<file path="src/rtl/mem_port_arbiter.sv">
// Two-requester round-robin arbiter for a single-port synchronous memory.
// Registers one command per cycle onto the memory and steers read data back to its issuer.
module mem_port_arbiter #(
    parameter int unsigned ADDR_WIDTH = 6,
    parameter int unsigned DATA_WIDTH = 32
) (
    input  logic                  clk,
    input  logic                  rst_n,

    input  logic                  req0_valid,
    output logic                  req0_ready,
    input  logic                  req0_wr,
    input  logic [ADDR_WIDTH-1:0] req0_addr,
    input  logic [DATA_WIDTH-1:0] req0_wdata,

    input  logic                  req1_valid,
    output logic                  req1_ready,
    input  logic                  req1_wr,
    input  logic [ADDR_WIDTH-1:0] req1_addr,
    input  logic [DATA_WIDTH-1:0] req1_wdata,

    output logic                  rsp0_valid,
    output logic [DATA_WIDTH-1:0] rsp0_rdata,
    output logic                  rsp1_valid,
    output logic [DATA_WIDTH-1:0] rsp1_rdata,

    output logic                  mem_cen,
    output logic                  mem_wr_en,
    output logic [ADDR_WIDTH-1:0] mem_addr,
    output logic [DATA_WIDTH-1:0] mem_wdata,
    input  logic [DATA_WIDTH-1:0] mem_rdata,

    output logic                  idle
);

    // Last-grant pointer: 1 means requester 1 was granted last, so requester 0 wins a tie.
    logic last_q, last_d;

    logic                  grant0;
    logic                  grant1;
    logic                  accept;
    logic                  sel_wr;
    logic [ADDR_WIDTH-1:0] sel_addr;
    logic [DATA_WIDTH-1:0] sel_wdata;

    // Issue stage
    logic                  issue_valid_q, issue_valid_d;
    logic                  issue_wr_q, issue_wr_d;
    logic                  issue_tag_q, issue_tag_d;
    logic [ADDR_WIDTH-1:0] issue_addr_q, issue_addr_d;
    logic [DATA_WIDTH-1:0] issue_wdata_q, issue_wdata_d;

    // Read-return stage
    logic                  ret_valid_q, ret_valid_d;
    logic                  ret_tag_q, ret_tag_d;

    always_comb begin
        grant0    = req0_valid & (~req1_valid | last_q);
        grant1    = req1_valid & ~grant0;
        accept    = grant0 | grant1;
        sel_wr    = grant1 ? req1_wr    : req0_wr;
        sel_addr  = grant1 ? req1_addr  : req0_addr;
        sel_wdata = grant1 ? req1_wdata : req0_wdata;
    end

    assign req0_ready = grant0;
    assign req1_ready = grant1;

    always_comb begin
        last_d        = last_q;
        issue_valid_d = 1'b0;
        issue_wr_d    = 1'b0;
        issue_tag_d   = 1'b0;
        issue_addr_d  = '0;
        issue_wdata_d = '0;
        if (accept) begin
            last_d        = grant1;
            issue_valid_d = 1'b1;
            issue_wr_d    = sel_wr;
            issue_tag_d   = grant1;
            issue_addr_d  = sel_addr;
            issue_wdata_d = sel_wdata;
        end
    end

    always_comb begin
        ret_valid_d = issue_valid_q & ~issue_wr_q;
        ret_tag_d   = issue_valid_q & issue_tag_q;
    end

    always_ff @(posedge clk or negedge rst_n) begin
        if (!rst_n) begin
            last_q        <= 1'b1;
            issue_valid_q <= 1'b0;
            issue_wr_q    <= 1'b0;
            issue_tag_q   <= 1'b0;
            issue_addr_q  <= '0;
            issue_wdata_q <= '0;
            ret_valid_q   <= 1'b0;
            ret_tag_q     <= 1'b0;
        end else begin
            last_q        <= last_d;
            issue_valid_q <= issue_valid_d;
            issue_wr_q    <= issue_wr_d;
            issue_tag_q   <= issue_tag_d;
            issue_addr_q  <= issue_addr_d;
            issue_wdata_q <= issue_wdata_d;
            ret_valid_q   <= ret_valid_d;
            ret_tag_q     <= ret_tag_d;
        end
    end

    assign mem_cen   = ~issue_valid_q;
    assign mem_wr_en = issue_wr_q;
    assign mem_addr  = issue_addr_q;
    assign mem_wdata = issue_wdata_q;

    always_comb begin
        rsp0_valid = ret_valid_q & ~ret_tag_q;
        rsp1_valid = ret_valid_q & ret_tag_q;
        rsp0_rdata = rsp0_valid ? mem_rdata : '0;
        rsp1_rdata = rsp1_valid ? mem_rdata : '0;
    end

    assign idle = ~issue_valid_q & ~ret_valid_q;

endmodule

</file>
<file path="config.mk">
export PLATFORM = sky130hd
export DESIGN_NAME = mem_port_arbiter
export DESIGN_NICKNAME = d
export VERILOG_FILES = /design/src/rtl/mem_port_arbiter.sv
export SDC_FILE = /design/constraint.sdc
export NUM_CORES = 1
export LEC_CHECK = 0
export ABC_AREA = 1
export BUFFER_PORTS_ARGS = -buffer_cell sky130_fd_sc_hd__buf_4
export CAP_MARGIN = 15
export CORE_AREA = 5 5 84 86
export CTS_CLUSTER_SIZE = 10
export DETAILED_ROUTE_END_ITERATION = 7
export DIE_AREA = 0 0 89 91
export GPL_TIMING_DRIVEN = 0
export PLACE_DENSITY = 0.88
export SYNTH_ARGS = -nofsm -noshare
export SYNTH_HDL_FRONTEND = slang
export SYNTH_SLANG_ARGS = --single-unit
</file>
<file path="constraint.sdc">
create_clock -name clk -period 2.5 [get_ports clk]
set_clock_uncertainty 0.2 [all_clocks]
set_input_delay 0.375 -clock clk [delete_from_list [all_inputs] [get_ports clk]]
set_output_delay 0.375 -clock clk [all_outputs]
set_load 0.05 [all_outputs]
</file>
-- Yosys cells after proc, flatten, opt, wreduce, memory -nomap -nowiden
Cells that the tools add are included.
- logic and storage cells: 33
- output and inout port bits: 109
- input port bits: 114
- flip-flop bits (word level): 44
- bitwise operators: 15
- mux-type cells: 10
- operator list (cell ; number):
    $mux 32 ; 4
    $mux 6 ; 2
    $and 1x1->1 ; 7
    $not 1->1 ; 6
    $mux 1 ; 4
    $or 1x1->1 ; 2

-- Longest topological paths before layout
- depth in word-level cells: 7
- gate-level depth with buffers: 6
- mapped depth without buffers: 6

-- Worst setup path after synthesis
Ideal clock, no wire load.
- path kind: reg2out
- from: reg ret_valid_q
- to: out rsp0_rdata[10]
- path slack: -0.245 ns
- arrival time: 2.170 ns
- required time: 1.925 ns
- cell stages (with the launch flop): 6
- buffers on the path: 1
- cell sequence: dfrtp_1 -> inv_1 -> nor2_1 -> inv_1 -> clkbuf_1 -> nor2_1
- longest elaborated chain between the ends: 2
- RTL lines (what ; RTL line ; RTL):
    from (decl) ; 54 ; logic ret_valid_q, ret_valid_d;
    from (signal assigned) ; 108 ; ret_valid_q <= ret_valid_d;
    $and 1x1->1 ; 119 ; rsp0_valid = ret_valid_q & ~ret_tag_q;
    named net rsp0_valid ; 22 ; output logic rsp0_valid,
    $mux 32 ; 121 ; rsp0_rdata = rsp0_valid ? mem_rdata : '0;
    to (decl) ; 23 ; output logic [DATA_WIDTH-1:0] rsp0_rdata,
The timed path passes the listed nets, and every way through them passes these cells.

-- Worst setup path after layout
- from: reg ret_valid_q
- to: out rsp0_rdata[1]
- longest elaborated chain between the ends: 2
- RTL lines (what ; RTL line):
    $and 1x1->1 ; 119
    $mux 32 ; 121
No other way between the ends.

==> flow_summary.json <==
{
  "outcome": "completed",
  "fin_crit_sh_pct": 93.2,
  "synth_cell_types": 15,
  "fmax_mhz": 429,
  "postRouteAntennaNets": 0,
  "grt_pass1_wl_um": 12500,
  "ir_worst_vdd_mv": 0.438,
  "criticalPathCategory": "register to output pin",
  "grt_antenna_before_repair": 0,
  "setup_viol": 0,
  "clkSinkCount": 44,
  "h-tree-depth": 2,
  "start_util_pct": 33.5,
  "path_cells": "inv_1 > nor2_2 > inv_1 > clkbuf_1 > nor2_2 > buf_4",
  "start_kind": "register",
  "cts_buffers": 5,
  "worstReg2RegEnd": "mem_wdata[16]",
  "hpwl_um": 6950,
  "grtUsageTotal_pct": 19.7,
  "clk_latency_ps": 290,
  "crit_buf_inv": 4,
  "drt-pass1-iter-count": 4,
  "ioPinCount": 223,
  "fp.dieArea_mm2": 0.00810,
  "slew_viol_final": 0,
  "slew_headroom_pct": 52.3,
  "diodes": 0,
  "seq_area_frac_synth_pct": 53.1,
  "cp.arrival_ps": 1760,
  "cp.required_ps": 1920,
  "worstSetupPathDepth": 6,
  "end_kind": "output pin",
  "cp_top_family": "buffers and inverters",
  "holdPathStages": 3,
  "finalHoldViolCount": 0,
  "cts_buffer_depth": 2,
  "ys_warn_count": 0,
  "layout.nets": 637,
  "worst_slew_pin_slew_ps": 715,
  "drt_first_iter_violations": 49,
  "fillCellCount": 552,
  "overflow": 0,
  "synth_cells": 293,
  "syn_nets": 407,
  "rsz0062_at_grt": "no",
  "final_common_cell": "buf_4",
  "drv_cap": 0,
  "clk_pin_slew_worst_paths_ps": 80,
  "worstHoldStart": "req0_wdata[25]",
  "slowest_stage": "clkbuf_1",
  "drive_gt1_share_pct": 51.7,
  "fin_crit_ps": 2330,
  "hold_path_class": "primary input to register",
  "synth_area_mm2": 0.00208,
  "wl_um": 8320,
  "avgSynthCellArea_um2": 7.09,
  "cts_resized": 0,
  "dp_slack_ps": 466,
  "setup_slack_ps": 169,
  "cts_root_buffer": "clkbuf_8",
  "area_delta_synth_final_pct": 93.4,
  "vias_per_cell": 4.29,
  "reg2reg_setup_slack_ps": 990,
  "leakagePower_uw": 0.00247,
  "coreArea_mm2": 0.00620,
  "wl_per_cell_um": 13.8,
  "place_congestion": 0.956,
  "timing.rr.start": "last_q",
  "final_cell_mix": "225 x buf_4, 122 x nand2_1, 43 x dfrtp_1, 40 x inv_1, 36 x nor2_1",
  "min_to": "mem_wdata[25]",
  "postSynthRegisterBits": 44,
  "grt_pass1_vias": 2581,
  "die_height_um": 91,
  "worst-r2r-cell-count": 6,
  "grt_max_degree": 45,
  "fin_tns_setup_ps": 0,
  "via_count": 2578,
  "cp_slowest_stage_delay_ps": 570,
  "fp-row-count": 29,
  "crit_fanout": 10,
  "powerDensity_mw_per_mm2": 589,
  "drc_errors": 0,
  "io_buffer_count": 222,
  "cts_tree": "done",
  "die_x_um": 89
}
-- worst max-delay path by stage --
stage | startpoint | to | slack (ps)
after floorplan | ret_tag_q | rsp0_rdata[10] | 140
after global placement | ret_valid_q | rsp0_rdata[5] | 530
after detailed placement | ret_valid_q | rsp0_rdata[9] | 470
after CTS | ret_valid_q | rsp0_rdata[1] | 150
after global routing | ret_valid_q | rsp0_rdata[1] | 50
final | ret_valid_q | rsp0_rdata[1] | 170
-- worst reg2reg max path, stage by stage (launching register included) --
cell	delay (ps)
dfstp_2	550
inv_1	70
a21boi_2	170
buf_4	200
buf_6	150
nand2_1	60
nand2_1	50
-- logic make-up after synthesis --
| logic type | Yosys count | share of synthesized area (%) |
|---|---|---|
| AO/OA/AOI/OAI | 4 | 1.45 |
| buffers and inverters | 55 | 11.1 |
| flip-flops | 44 | 53.1 |
| AND/OR/NAND/NOR | 190 | 34.4 |
-- layer usage --
metal | up-vias | GRT usage (%) | share of wire [%]
li1 | 1291 | - | -
met1 | 1130 | 20.6 | 33
met2 | 143 | 36.0 | 52
met3 | 14 | 6.97 | 13
met4 | 0 | 6.33 | 2.3
met5 | - | 0 | 0
-- timing repair --
| action | in CTS | in global routing |
|---|---|---|
| hold endpoints to repair | 43 | 0 |
| setup buffers | 0 | 0 |
| hold buffers | 1 | 0 |
-- synthesized netlist by cell type --
cell type	n	area share, %
a21boi_2	1	0.54
a21oi_1	1	0.24
a21oi_2	1	0.42
buf_2	4	0.96
buf_4	3	1.1
buf_6	1	0.54
clkbuf_1	6	1.1
dfrtp_1	43	52
dfstp_2	1	1.3
inv_1	40	7.2
inv_2	1	0.18
nand2_1	122	22
nand3_1	1	0.24
nor2_1	67	12
o21ai_0	1	0.24
-- power by group --
part | switching [uW] | internal (uW)
clock | 227 | 226
sequential | 23.7 | 784
combinational | 751 | 354
-- registers in the layout (all words and copies together) (netlist names) --
| register | cells |
|---|---|
| mem_wr_en | 1 |
| last_q | 1 |
| mem_wdata | 32 |
| ret_valid_q | 1 |
| issue_valid_q | 1 |
| issue_tag_q | 1 |
| ret_tag_q | 1 |
| mem_addr | 6 |
-- stage by stage --
stage | power [uW] | instance area, um2 | hold slack (ps) | instances | utilization (%)
floorplan | 1500 | 2150 | -121 | 293 | -
global placement | 1920 | 3920 | 203 | 592 | 63.1
detailed placement | 1930 | 3920 | 212 | 592 | 63.1
CTS | 2390 | 4020 | 64.2 | 601 | 64.8
global route | 2480 | 4020 | 65.0 | 601 | 64.8
finish | 2360 | 4020 | 75.8 | 601 | 64.8
-- cell type report --
cell class / instances / area, um2 / share of cell area (%)
buffer: 14 / 76.3 / 1.90
clock buffer: 8 / 90.1 / 2.24
inverter: 41 / 154 / 3.83
multi-input combinational: 194 / 822 / 20.5
sequential: 44 / 1100 / 27.4
tap: 77 / 96.3 / 2.40
timing repair buffer: 223 / 1680 / 41.7
Note: power is estimated with default switching activity, not from simulation.
